==> src/rtl/alu_cmd_driver.sv <==
`default_nettype none
// ============================================================================
// Module   : alu_cmd_driver
// Function : Queues ALU commands, drives operands to an external ALU, waits
//            SETTLE_CYCLES, captures the result and presents it as a response.
//            Optional macro ALU_DRV_CHAIN_EN enables result chaining into A.
// Revision : 1.0 - initial release
// ============================================================================
module alu_cmd_driver #(
    parameter int SETTLE_CYCLES = 1,
    parameter int DEPTH         = 4
) (
    input  logic       clk,
    input  logic       rst,
    input  logic       cmd_valid,
    output logic       cmd_ready,
    input  logic [3:0] cmd_op,
    input  logic [3:0] cmd_a,
    input  logic [3:0] cmd_b,
    input  logic       cmd_chain,
    output logic [3:0] alu_op,
    output logic [3:0] alu_a,
    output logic [3:0] alu_b,
    input  logic [7:0] alu_res,
    output logic       rsp_valid,
    input  logic       rsp_ready,
    output logic [7:0] rsp_data,
    output logic [3:0] rsp_seq,
    output logic [3:0] err_count,
    output logic       busy
);

    localparam int AW = (DEPTH > 1) ? $clog2(DEPTH) : 1;
    localparam logic [AW:0] PTR_ONE     = {{AW{1'b0}}, 1'b1};
    localparam logic [2:0]  SETTLE_LOAD = 3'(SETTLE_CYCLES);

    localparam logic [1:0] S_IDLE  = 2'd0;
    localparam logic [1:0] S_DRIVE = 2'd1;
    localparam logic [1:0] S_RESP  = 2'd2;

    logic [3:0] fifo_op [DEPTH];
    logic [3:0] fifo_a  [DEPTH];
    logic [3:0] fifo_b  [DEPTH];

    logic [AW:0]   wr_ptr;
    logic [AW:0]   rd_ptr;
    logic [AW-1:0] wr_idx;
    logic [AW-1:0] rd_idx;
    logic          empty;
    logic          full;
    logic          push;
    logic          load;
    logic [1:0]    state;
    logic [2:0]    settle_cnt;
    logic [3:0]    head_a;

    assign wr_idx    = wr_ptr[AW-1:0];
    assign rd_idx    = rd_ptr[AW-1:0];
    assign empty     = (wr_ptr == rd_ptr);
    assign full      = (wr_ptr[AW] != rd_ptr[AW]) && (wr_idx == rd_idx);
    assign cmd_ready = !full && !rst;
    assign push      = cmd_valid && cmd_ready;
    // A pop happens exactly when a new command is loaded onto the ALU.
    assign load      = !empty && ((state == S_IDLE) || ((state == S_RESP) && rsp_ready));
    assign busy      = (state != S_IDLE) || !empty;

`ifdef ALU_DRV_CHAIN_EN
    logic       fifo_chain [DEPTH];
    logic [3:0] last_res;

    assign head_a = fifo_chain[rd_idx] ? last_res : fifo_a[rd_idx];

    always_ff @(posedge clk) begin
        if (push) begin
            fifo_chain[wr_idx] <= cmd_chain;
        end
    end

    always_ff @(posedge clk or posedge rst) begin
        if (rst) begin
            last_res <= 4'd0;
        end else if ((state == S_DRIVE) && (settle_cnt == 3'd1)) begin
            last_res <= alu_res[3:0];
        end
    end
`else
    logic unused_chain;
    assign unused_chain = cmd_chain;
    assign head_a       = fifo_a[rd_idx];
`endif

    // Storage needs no reset: only the pointers define which entries are live.
    always_ff @(posedge clk) begin
        if (push) begin
            fifo_op[wr_idx] <= cmd_op;
            fifo_a[wr_idx]  <= cmd_a;
            fifo_b[wr_idx]  <= cmd_b;
        end
    end

    always_ff @(posedge clk or posedge rst) begin
        if (rst) begin
            wr_ptr     <= '0;
            rd_ptr     <= '0;
            state      <= S_IDLE;
            settle_cnt <= 3'd0;
            alu_op     <= 4'd0;
            alu_a      <= 4'd0;
            alu_b      <= 4'd0;
            rsp_valid  <= 1'b0;
            rsp_data   <= 8'd0;
            rsp_seq    <= 4'd0;
            err_count  <= 4'd0;
        end else begin
            if (push) begin
                wr_ptr <= wr_ptr + PTR_ONE;
            end
            if (load) begin
                rd_ptr     <= rd_ptr + PTR_ONE;
                alu_op     <= fifo_op[rd_idx];
                alu_a      <= head_a;
                alu_b      <= fifo_b[rd_idx];
                settle_cnt <= SETTLE_LOAD;
            end
            case (state)
                S_IDLE: begin
                    if (load) begin
                        state <= S_DRIVE;
                    end
                end
                S_DRIVE: begin
                    if (settle_cnt == 3'd1) begin
                        rsp_data  <= alu_res;
                        rsp_valid <= 1'b1;
                        state     <= S_RESP;
                        if (alu_res[4] && (err_count != 4'hF)) begin
                            err_count <= err_count + 4'd1;
                        end
                    end else begin
                        settle_cnt <= settle_cnt - 3'd1;
                    end
                end
                S_RESP: begin
                    if (rsp_ready) begin
                        rsp_valid <= 1'b0;
                        rsp_seq   <= rsp_seq + 4'd1;
                        state     <= load ? S_DRIVE : S_IDLE;
                    end
                end
                default: begin
                    state <= S_IDLE;
                end
            endcase
        end
    end

endmodule
`default_nettype wire

==> config.mk <==
export PLATFORM = sky130hd
export DESIGN_NAME = alu_cmd_driver
export DESIGN_NICKNAME = d
export VERILOG_FILES = /design/src/rtl/alu_cmd_driver.sv
export SDC_FILE = /design/constraint.sdc
export NUM_CORES = 1
export LEC_CHECK = 0
export BUFFER_PORTS_ARGS = -buffer_cell sky130_fd_sc_hd__buf_4
export CAP_MARGIN = 20
export CORE_UTILIZATION = 40
export CTS_BUF_LIST = sky130_fd_sc_hd__clkbuf_8
export DETAILED_ROUTE_END_ITERATION = 8
export SYNTH_ARGS = -nofsm -noshare
export SYNTH_HDL_FRONTEND = slang
export SYNTH_SLANG_ARGS = --single-unit
==> constraint.sdc <==
create_clock -name clk -period 1.97 [get_ports clk]
set_clock_uncertainty 0.1 [all_clocks]
set_input_delay 0.591 -clock clk [delete_from_list [all_inputs] [get_ports clk]]
set_output_delay 0.591 -clock clk [all_outputs]
set_load 0.02 [all_outputs]
; Word-level counts from Yosys, hierarchy flattened
; Memory sizes are Yosys's and may differ from the RTL's. A register that Yosys moved wholly into a read port is not among the register bits.
; Index checks and enable logic that the tools add are counted.
; Widths: inputs -> output; s select.
[word_totals]
regBits = 28
ram_bits = 48
in_bits = 25
out_inout_bits = 31
word_cells = 58
memories = 3
[memory_table]
columns = name, words, word_bits, rd, rd_clocked_by_memory_dff, wr, line
row1 = fifo_a, 4, 4, 1, 1, 1, 42  ; logic [3:0] fifo_a [DEPTH];
row2 = fifo_b, 4, 4, 1, 1, 1, 43  ; logic [3:0] fifo_b [DEPTH];
row3 = fifo_op, 4, 4, 1, 1, 1, 41  ; logic [3:0] fifo_op [DEPTH];
[classes]
add_sub_neg = 5
eq_ne = 10
muxes = 13
reduce_logical = 19
[ops]
columns = op, n
row1 = $mux 3, 3
row2 = $reduce_and 3->1, 3
row3 = $add 4x1->4 const B, 2
row4 = $add 3x1->3 const B, 2
row5 = $logic_and 1x1->1, 6
row6 = $mux 2, 3
row7 = $ne 2x2->1 const B, 3
row8 = $pmux 2 s3, 1
row9 = $mux 1, 5
row10 = $ne 4x4->1 const B, 1
row11 = $reduce_and 2->1, 2
row12 = $reduce_bool 2->1, 2
row13 = $eq 3x1->1 const B, 1
row14 = $eq 3x3->1, 1
row15 = $logic_not 1->1, 3
row16 = $sub 3x1->3 const B, 1
row17 = $eq 2x1->1 const B, 1
row18 = $eq 2x2->1, 1
row19 = $eq 2x2->1 const B, 1
row20 = $logic_not 2->1, 1
row21 = $logic_or 1x1->1, 2
row22 = $pmux 1 s2, 1
row23 = $ne 1x1->1, 1

; Logic depth before layout (Yosys ltp)
; Gate-level depths: netlist (run 1).
[depth]
ltp_word = 7
mapped_depth = 6

; Worst setup path before layout (run 1)
; No wires, ideal clock.
[synth_timing]
kind = register -> register
startpoint = reg rd_ptr[0]
endpoint = mem fifo_a[3][0], enable pin
setup_ns = 0.362
arrival_ns = 1.605
setup_slack_ns = -0.098
path_stages_with_launch = 5
n_path_buf = 1
cell_sequence = dfrtp_1 > buf_4 > xnor2_1 > a311oi_2 > and2_1
[synth_between]
elab_chain_cells = 7
[synth_lines]
columns = element, line
row1 = from (decl), 46  ; logic [AW:0] rd_ptr;
row2 = from (signal assigned), 119  ; rd_ptr <= rd_ptr + PTR_ONE;
row3 = $eq 2x2->1, 60  ; assign full = (wr_ptr[AW] != rd_ptr[AW]) && (wr_idx == rd_idx);
row4 = $logic_and 1x1->1, 60
row5 = $logic_not 1->1, 61  ; assign cmd_ready = !full && !rst;
row6 = $logic_and 1x1->1, 61
row7 = $logic_and 1x1->1, 62  ; assign push = cmd_valid && cmd_ready;
row8 = $mux 1, 94  ; if (push) begin
row9 = $mux 1 (not written as such), 96  ; fifo_a[wr_idx] <= cmd_a;
row10 = to (decl), 42
; No other way between the ends.

; Final worst setup path (run 1)
[layout_timing]
startpoint = reg rd_ptr[0]
endpoint = out cmd_ready
[layout_between]
elab_chain_cells = 4
[layout_lines]
columns = element, line
row1 = $eq 2x2->1, 60
row2 = $logic_and 1x1->1, 60
row3 = $logic_not 1->1, 61
row4 = $logic_and 1x1->1, 61
row5 = to (decl), 16  ; output logic cmd_ready,
; No other way between the ends.

==> metrics.md, run 1 <==
| Metric | Value |
|---|---|
| Met3 Use GR | `4.107%` |
| Slew Limit Headroom | `74.05%` |
| Setup TNS | `-1978 ps` |
| Clock Latency Late Sink | `350 ps` |
| Worst-path clk slew | `90 ps` |
| Starting density of the core | `42.08%` |
| Sink Count | `88` |
| Commonest non-fill, non-tap cell in the layout | `buf_4` |
| CTS Buffer Depth | `2` |
| Cell leakage power | `1.819 nW` |
| Die area | `9198 sq um` |
| RSZ-0062 raised after global routing | `yes` |
| Drc violations | `0` |
| Sequential share of power | `39.0%` |
| Endpoints failing hold | `0` |
| Most Crowded Layer GR | `met2` |
| Most frequent cells in the layout | `buf_4, edfxtp_1, dfrtp_1` |
| CP Launch Type | `register` |
| VDD IR max | `0.0006429 V` |
| Reg-to-reg slack, setup | `-80 ps` |
| First-pass DRT Iterations | `3` |
| Largest net degree at the start of global routing | `20` |
| Internal power | `4.826 mW` |
| Synthesized area per cell | `17.55 sq um` |
| Mux cell area share after synthesis | `14.69%` |
| Period utilisation layout | `106.0%` |
| Tmin final | `2089 ps` |
| Num CTS Buffers | `9` |
| Clock Power Share | `16.7%` |
| Vias in the first global route | `1,902` |
| Combinational power share | `44.3%` |
| Mapped cell area | `3527 sq um` |
| Port bufs | `54` |
| Fin. max-slew vios | `0` |
| Vias | `1,920` |
| Seq cells post-synth | `88` |
| CORE AREA | `8382 sq um` |
| Status | `finished with violations` |
| CP arrival | `1400 ps` |
| CTS root buffer | `clkbuf_8` |
| CTS tree | `done` |
| Fraction of the mapped netlist area in compound gates | `3.264%` |
| Main synth FF type | `edfxtp_1` |
| Synth Area in Adders | `3.193%` |
| DRT iter0 DRCs | `72` |
| Fmax | `478.7 MHz` |
| # rows | `33` |
| Routability congestion estimate from global placement | `0.6918` |
| Seq/Total Area, Yosys | `69.24%` |
| # diodes | `0` |
| PnR worst setup slack | `-118.8 ps` |
| Synth warn | `0` |
| Syn_nets | `235` |
| HP Class | `in2async` |
| Switching share of power | `33.71%` |
| Synth cell types | `33` |
| Xor-xnor portion of the synthesized cell area | `2.980%` |
| PwrDens | `1621 nW/um^2` |
| Failing checks | `setup timing` |
| Synthesis-to-layout area growth | `27.35%` |
| EDFF count, synth | `48` |
| IO Pins | `56` |
| Gr ovfl total | `0` |
| Setup crit end kind | `output pin` |
| Sw Pwr | `2.453 mW` |
| Critical path class | `reg2out` |
| Tot Pwr | `7.279 mW` |
| DR WL/cell | `15.23 microns` |
| Initial antenna violation count | `0` |
| Post-DRT Antenna Nets | `0` |
| Final setup viols | `50` |
| Crit Path Max Fanout | `3` |
| Share of layout cells above drive strength 1 | `49.31%` |
| GR Util met1 | `18.12%` |
| Tot GR Track Use | `14.43%` |
| Max H-tree Level | `3` |
| Met2 usage | `23.33%` |
| Nets | `317` |
| Ys async rst share | `45.45%` |
| Worst-Margin Slew | `389.2 ps` |
| Die W | `95.91 microns` |
| Max-Cap Viols | `0` |
| Die height | `95.91 microns` |
| Hpwl dp | `4044 microns` |
| Layout fillers | `707` |
| Routed wire length | `5985 microns` |
| Largest family of logic cells by synthesized area | `multiplexers` |
| Worst endpoint required time | `1280 ps` |
| Mapped Cells | `201` |
| Post-Synth Simple-Gate Area | `4.683%` |
| Vias/cell | `4.885` |
| First-pass GRT wire length | `9411 microns` |
[state kept, by name, indices dropped and copies added, names as in the netlist]
signal      count
rsp_data        8
fifo_op        16
alu_a           4
fifo_b         16
rsp_valid       1
state           2
rd_ptr          3
rsp_seq         4
err_count       4
alu_b           4
fifo_a         16
alu_op          4
settle_cnt      3
wr_ptr          3
[area by class of cell]
| type | count | area, sq um | share of cell area (%) |
|---|---|---|---|
| inverters | 9 | 33.78 | 0.7521 |
| repair buffers | 77 | 644.4 | 14.35 |
| multi-input cells | 98 | 1044 | 23.23 |
| clock buffers | 9 | 123.9 | 2.758 |
| flip-flops and latches | 88 | 2445 | 54.43 |
| clock inverters | 7 | 70.07 | 1.560 |
| well taps | 105 | 131.4 | 2.925 |
[path summary, 6_finish.rpt]
path                                 start            end  cells past startpoint
worst min-delay path                   rst    rsp_data[7]                      2
worst min register to register  rsp_seq[3]     rsp_seq[3]                      1
worst max-delay path             rd_ptr[0]      cmd_ready                      4
max in group asynchronous              rst      alu_op[3]                      3
min in group clk                  cmd_b[0]   fifo_b[0][0]                      1
worst max register to register   rd_ptr[0]  fifo_op[3][3]                      6
[metrics by stage]
| stage | area, sq um | instances | setup slack, ps | util, % | hold WS (ps) |
|---|---|---|---|---|---|
| final | 4492 | 393 | -118.8 | 53.59 | 75.74 |
| after detailed placement | 4217 | 370 | 30.64 | 50.31 | 380.8 |
| after global placement | 4217 | 370 | 11.66 | 50.31 | 364.1 |
| after global routing | 4492 | 393 | -190.8 | 53.59 | 71.23 |
| after CTS | 4484 | 392 | -102.7 | 53.50 | 59.04 |
| after floorplan | 3532 | 201 | 41.94 | - | 373.8 |
[worst max-delay path, cell delays in order, from the launching register on]
cell	delay, ps
dfrtp_1	410
xnor2_2	150
buf_4	140
a31oi_1	160
buf_4	180
[power by group through the flow]
stage	Clock (mW)	Combinational [mW]	Sequential [mW]
floorplan	0	1.65	3.16
global placement	0	3.01	2.86
detailed placement	0	3.06	2.87
CTS	1.27	3.25	2.84
global route	1.34	3.52	2.91
finish	1.22	3.22	2.84
[repair_timing]
item                                    4_1_cts  5_1_grt
endpoints found under the setup margin        2       12
hold endpoints to repair                      0        0
pin swaps                                     5        2
buffers inserted                              6        1
resized for setup                             6        0
hold buffers                                  0        0
[cells by family (layout without fill, tap and decap cells)]
logic type      Yosys count  after routing
simple gates             29             29
buf+inv                  15            102
fa+ha+maj                 9              9
compound gates           14             14
flops                    88             88
xor+xnor                 12             12
mux                      34             34
[cells in the mapped netlist (3+ instances only)]
library cell  number  share of area (%)
edfxtp_1          48                 41
dfrtp_1           40                 28
mux2_2            22                7.0
mux4_2            12                7.7
ha_1               9                3.2
inv_1              9               0.96
xnor2_1            9                2.2
nand2_1            8               0.85
and2_1             4               0.71
a21oi_1            3               0.43
a31oi_1            3               0.53
clkbuf_1           3               0.32
xor2_1             3               0.75
[routing by layer]
layer / part of all wire, % / routed length (microns)
met3: 2.8 / 170
met5: 0 / 0
met4: 1.4 / 85
met1: 44 / 2619
met2: 52 / 3110
Power figures use the tool's default switching activity.
==> run 2: changes to the inputs <==
Settings changed: PLACE_DENSITY set to 0.65.
==> run 2 against run 1 <==
Effect of this change:
- the run still ends with setup timing left
- wire length down 0.10%
- register-to-register slack better by 140 ps
- clock power about the same
- flip-flop and latch count unchanged
- first-iteration DRC count down 14%
- cell count down 0.76%
- global-route usage about the same
- sequential power about the same
- core utilization up 0.060 points
- critical path type unchanged
==> metrics.md, run 2 (same netlist as run 1, synthesis figures left out) <==
| Metric | Value |
|---|---|
| Worst endpoint required time | `1280 ps (about the same)` |
| Synthesis-to-layout area growth | `27.49%` |
| Reg-to-reg slack, setup | `60 ps (+140 ps)` |
| Max H-tree Level | `3 (unchanged)` |
| Commonest non-fill, non-tap cell in the layout | `buf_4` |
| Sequential cell area | `2446 sq um (about the same)` |
| Critical path class | `reg2out` |
| Tot Pwr | `7.320 mW (+0.56%)` |
| Failing checks | `setup timing` |
| Hpwl dp | `4072 microns (+0.70%)` |
| DRT iter0 DRCs | `62 (-14%)` |
| # rows | `33 (unchanged)` |
| Vias | `1,905 (-0.78%)` |
| Post-route cell area | `4497 sq um (+0.11%)` |
| Tmin final | `2053 ps (-35.66 ps)` |
| Slew Limit Headroom | `74.56% (+0.50 points)` |
| Placed Cells | `367 (-0.81%)` |
| Die W | `95.91 microns (unchanged)` |
| Placed cell area | `4194 sq um (-0.53%)` |
| Met2 wire len | `3176 microns (+2.1%)` |
| Routability congestion estimate from global placement | `0.7205 (+4.1%)` |
| Worst-Margin Slew | `381.7 ps (-7.529 ps)` |
| First-pass DRT Iterations | `4 (+1)` |
| Initial antenna violation count | `0 (unchanged)` |
| Status | `finished with violations` |
| Final setup viols | `2 (-96%)` |
| Final Util | `53.65% (+0.060 points)` |
| Layout fillers | `697 (-1.4%)` |
| RSZ-0062 raised after global routing | `yes` |
| Clock Latency Late Sink | `360 ps (about the same)` |
| Max stage delay on crit path | `480 ps (+70 ps)` |
| Reg2reg start | `rd_ptr[0]` |
| Final std cells w/o fill | `390 (-0.76%)` |
| VDD IR max | `0.0005372 V (-16%)` |
| CP arrival | `1360 ps (-40 ps)` |
| Num CTS Buffers | `9 (unchanged)` |
| Endpoints failing hold | `0 (unchanged)` |
| Area taken by multi-input logic gates | `1062 sq um (+1.8%)` |
| Top sig layer | `met4` |
| Drc violations | `0 (unchanged)` |
| Sink Count | `88 (unchanged)` |
| Cells along the critical path | `xor2_2 -> a31oi_1 -> buf_4` |
| Fmax | `487.0 MHz (+1.7%)` |
| HP Class | `in2async` |
| Port bufs | `54 (unchanged)` |
| Routed wire length | `5979 microns (-0.10%)` |
| CP Launch Type | `register` |
| Largest net degree at the start of global routing | `24 (+20%)` |
| Crit Path Max Fanout | `3 (unchanged)` |
| CORE AREA | `8382 sq um (unchanged)` |
| RR Endpoint | `fifo_b[3][0]` |
| Post-DRT Antenna Nets | `0 (unchanged)` |
| Largest regs | `fifo_a x16, fifo_b x16, fifo_op x16` |
| Tot GR Track Use | `14.44% (about the same)` |
| Fin. max-slew vios | `0 (unchanged)` |
| Most frequent cells in the layout | `buf_4, edfxtp_1, dfrtp_1` |
| PwrDens | `1628 nW/um^2 (+0.45%)` |
| Routed met3 length | `171 microns (+0.59%)` |
| Gr ovfl total | `0 (unchanged)` |
| Cell leakage power | `1.807 nW (-0.65%)` |
| CTS tree | `done` |
| Period utilisation layout | `104.2% (-1.8 points)` |
| Setup crit end kind | `output pin` |
| First-pass GRT wire length | `9556 microns (+1.5%)` |
| Crit-path leading delay family | `flip-flops` |
| # diodes | `0 (unchanged)` |
| PnR worst setup slack | `-83.19 ps (+35.66 ps)` |
| R2R depth | `5 (-1)` |
| Nets | `314 (-0.95%)` |
| CTS Buffer Depth | `2 (unchanged)` |
| Slowest CP cell | `dfrtp_2` |
| Hold Buf Count CTS | `0 (unchanged)` |
| Crit path buf inv count | `1 (-1)` |
| Starting density of the core | `42.08% (unchanged)` |
| Max-Cap Viols | `0 (unchanged)` |
| CTS root buffer | `clkbuf_8` |
| DR WL/cell | `15.33 microns (+0.67%)` |
| Worst-path clk slew | `100 ps (about the same)` |
| Share of layout cells above drive strength 1 | `49.47% (+0.17 points)` |
| IO Pins | `56 (unchanged)` |
| Die area | `9198 sq um (unchanged)` |
| M1 WL | `2518 microns (-3.9%)` |
| Vias in the first global route | `1,888 (-0.74%)` |
| Die height | `95.91 microns (unchanged)` |
| Vias/cell | `4.885 (about the same)` |
==> run 2: per-stage QoR <==
stage | TNS, ps | hold WS (ps) | setup slack, ps
after floorplan | 0 | 373.8 | 41.94
after global placement | 0 | 368.2 | 84.49
after detailed placement | 0 | 371.8 | 63.39
after CTS | -137.1 | 163.8 | -76.71
after global routing | -715.8 | 184.9 | -147.2
final | -141.3 | 175.8 | -83.19
==> run 2: cell type report <==
| type | count | share of cell area (%) |
|---|---|---|
| sequential | 88 | 54.40 |
| multi-input combinational | 98 | 23.62 |
| timing repair buffer | 74 | 13.75 |
| tap | 105 | 2.922 |
| clock buffer | 9 | 2.755 |
| clock inverter | 7 | 1.809 |
| inverter | 9 | 0.7513 |
==> run 2: power by group <==
part           internal [mW]  switching, mW
Combinational           1.75           1.48
Sequential              2.49          0.361
Clock                  0.510          0.726
==> run 2: worst reg2reg max path, stage by stage, from the launching register on <==
cell and delay (ps):
dfrtp_1 420, xnor2_2 170, buf_4 150, a311oi_2 400, and2_2 240, buf_12 150
==> run 2: repair_timing <==
| item | in CTS | in global routing |
|---|---|---|
| endpoints found under the setup margin | 2 | 32 |
| buffers inserted | 8 | 0 |
| pin swaps | 4 | 0 |
| gates resized for setup | 7 | 1 |
==> run 2: layer usage <==
layer,vias to the layer above,track usage (%)
met5,-,0
met3,9,3.002
met2,34,24.17
met1,954,17.51
met4,0,7.836
li1,908,-
==> run 2: worst max-delay path by stage <==
stage               startpoint       endpoint  slack, ps  depth (start not counted)
floorplan            rd_ptr[0]   fifo_a[3][0]         40                          4
global placement     cmd_valid  fifo_op[3][1]         80                          5
detailed placement   wr_ptr[1]           busy         60                          3
CTS                  wr_ptr[2]           busy        -80                          3
global route         wr_ptr[2]           busy       -150                          3
finish               rd_ptr[2]      cmd_ready        -80                          3
==> run 3: changes to the inputs <==
Settings changed: GPL_TIMING_DRIVEN set to 0, PLACE_DENSITY 0.65 to 0.6.
==> run 3 against run 2 <==
Effect of this change:
- final area is 0.17% higher
- sequential power rose by 1%
- via count rose by 1.1%
- combinational power is 8.7% higher
- the flow still finishes with violations (setup timing)
- register-to-register slack worse by 100 ps
- core utilization rose by 0.090 points
- setup slack better by 20 ps
- clock-buffer cell count increased by 1
- die area unchanged
- largest cell class unchanged
- flip-flop and latch count is the same
- total power is 5.5% higher
- critical path type unchanged
- worst hold slack improved by 170 ps
==> metrics.md, run 3 (same netlist as run 1, synthesis figures left out) <==
| Metric | Value |
|---|---|
| CP arrival | `1340 ps (-20 ps)` |
| Worst-path clk slew | `80 ps (-20 ps)` |
| CP startpoint | `rd_ptr[0]` |
| WHS | `341.4 ps (+165.6 ps)` |
| Tot GR Track Use | `15.27% (+0.83 points)` |
| PwrDens | `1715 nW/um^2 (+5.3%)` |
| Final setup viols | `51 (+49)` |
| # diodes | `0 (unchanged)` |
| CTS root buffer | `clkbuf_8` |
| Placed cell area | `4069 sq um (-3.0%)` |
| Die area | `9198 sq um (unchanged)` |
| Num CTS Buffers | `9 (unchanged)` |
| Share of layout cells above drive strength 1 | `48.77% (-0.70 points)` |
| Vias | `1,926 (+1.1%)` |
| Port bufs | `54 (unchanged)` |
| Most frequent cells in the layout | `buf_4, edfxtp_1, dfrtp_1` |
| First-pass DRT Iterations | `4 (unchanged)` |
| Endpoints failing hold | `0 (unchanged)` |
| Max H-tree Level | `3 (unchanged)` |
| Critical Path Sink | `busy` |
| Top cell by count, worst path | `buf_6` |
| Largest regs | `fifo_a x16, fifo_b x16, fifo_op x16` |
| Post-DRT Antenna Nets | `0 (unchanged)` |
| Status | `finished with violations` |
| PnR worst setup slack | `-63.12 ps (+20.07 ps)` |
| RR Endpoint | `fifo_op[0][0]` |
| Routability congestion estimate from global placement | `0.7164 (-0.57%)` |
| Nets | `314 (unchanged)` |
| Placed Cells | `360 (-1.9%)` |
| Hpwl dp | `4071 microns (about the same)` |
| RSZ-0062 raised after global routing | `yes` |
| Sequential cell area | `2446 sq um (unchanged)` |
| # rows | `33 (unchanged)` |
| Hold Buf Count CTS | `0 (unchanged)` |
| Vias/cell | `4.938 (+1.1%)` |
| DR WL/cell | `16.38 microns (+6.8%)` |
| Reg-to-reg slack, setup | `-40 ps (-100 ps)` |
| Reg2reg start | `rd_ptr[0]` |
| Starting density of the core | `42.08% (unchanged)` |
| Period utilisation layout | `103.2% (-1.0 points)` |
| Area taken by multi-input logic gates | `1104 sq um (+3.9%)` |
| Tot Pwr | `7.723 mW (+5.5%)` |
| Fin. max-slew vios | `0 (unchanged)` |
| IO Pins | `56 (unchanged)` |
| VDD IR max | `0.0005960 V (+11%)` |
| Initial antenna violation count | `0 (unchanged)` |
| Largest net degree at the start of global routing | `41 (+71%)` |
| First-pass GRT wire length | `9867 microns (+3.3%)` |
| Slowest CP cell | `dfrtp_1` |
| Max-Cap Viols | `0 (unchanged)` |
| CP Launch Type | `register` |
| Post-route cell area | `4504 sq um (+0.17%)` |
| Setup crit end kind | `output pin` |
| R2R depth | `4 (-1)` |
| Routed wire length | `6388 microns (+6.8%)` |
| Sink Count | `88 (unchanged)` |
| Failing checks | `setup timing` |
| Gr ovfl total | `0 (unchanged)` |
| Tmin final | `2033 ps (-20.07 ps)` |
| Synthesis-to-layout area growth | `27.70%` |
| Worst endpoint required time | `1280 ps (about the same)` |
| Slew Limit Headroom | `42.02% (-33 points)` |
| Clock Latency Late Sink | `340 ps (-20 ps)` |
| DRT iter0 DRCs | `125 (+100%)` |
| Crit Path Max Fanout | `4 (+1)` |
| Final Util | `53.74% (+0.090 points)` |
| HP Class | `in2reg` |
| CTS tree | `done` |
| Cell leakage power | `1.829 nW (+1.2%)` |
| Setup TNS | `-1503 ps (-1362 ps)` |
| Die height | `95.91 microns (unchanged)` |
| Drc violations | `0 (unchanged)` |
| Max stage delay on crit path | `400 ps (-80 ps)` |
| Cells along the critical path | `buf_6 -> xnor2_4 -> nand4_1 -> buf_6` |
| Vias in the first global route | `1,958 (+3.7%)` |
| Worst-Margin Slew | `868.4 ps (+486.7 ps)` |
| Die W | `95.91 microns (unchanged)` |
| Final std cells w/o fill | `390 (unchanged)` |
| CTS Buffer Depth | `2 (unchanged)` |
| Layout fillers | `684 (-1.9%)` |
| Commonest non-fill, non-tap cell in the layout | `buf_4` |
| CORE AREA | `8382 sq um (unchanged)` |
| Place WS | `-406.6 ps (-470.0 ps)` |
| Fmax | `491.9 MHz (+0.99%)` |
| Critical path class | `reg2out` |
==> run 3: worst min-delay path by stage <==
stage,endpoint,depth (start not counted),from,slack (ps)
floorplan,settle_cnt[0],1,settle_cnt[0],370
global placement,rsp_seq[3],1,rsp_seq[3],370
detailed placement,rsp_seq[3],1,rsp_seq[3],370
CTS,fifo_b[3][2],1,cmd_b[2],320
global route,fifo_a[1][3],1,cmd_a[3],320
finish,fifo_b[0][2],1,cmd_b[2],340
==> run 3: layout make-up <==
class / count / area share (%)
multi-input cells: 98 / 24.50
clock buffers: 10 / 3.056
repair buffers: 70 / 12.08
plain buffers: 4 / 0.6944
flip-flops and latches: 88 / 54.31
inverters: 9 / 0.7500
clock inverters: 6 / 1.694
well taps: 105 / 2.917
==> run 3: report_power, final <==
| part | switching (mW) | total, mW | leakage [nW] | internal [mW] |
|---|---|---|---|---|
| Sequential | 0.394 | 2.89 | 0.910 | 2.50 |
| Combinational | 1.58 | 3.51 | 0.803 | 1.92 |
| Clock | 0.594 | 1.33 | 0.116 | 0.734 |
==> run 3: metal layers <==
metal,up-vias,share of wire [%],global-route usage [%]
met5,-,0,0
met4,0,2.0,8.085
met1,960,44,18.45
met3,10,3.3,3.633
li1,908,-,-
met2,48,51,25.42
==> run 3: repair_timing <==
item | CTS | global route
buffers inserted | 10 | 5
pin swaps | 5 | 0
resized for setup | 15 | 12
endpoints found under the setup margin | 76 | 64
endpoints found under the hold margin | 0 | 0
cloned | 0 | 1
==> run 3: worst max-delay path, delay by kind of cell (launching register included) <==
family / cells / cell delay, ps
AND/OR/NAND/NOR: 1 / 140
XOR/XNOR: 1 / 170
flip-flops: 1 / 400
buffers and inverters: 2 / 300
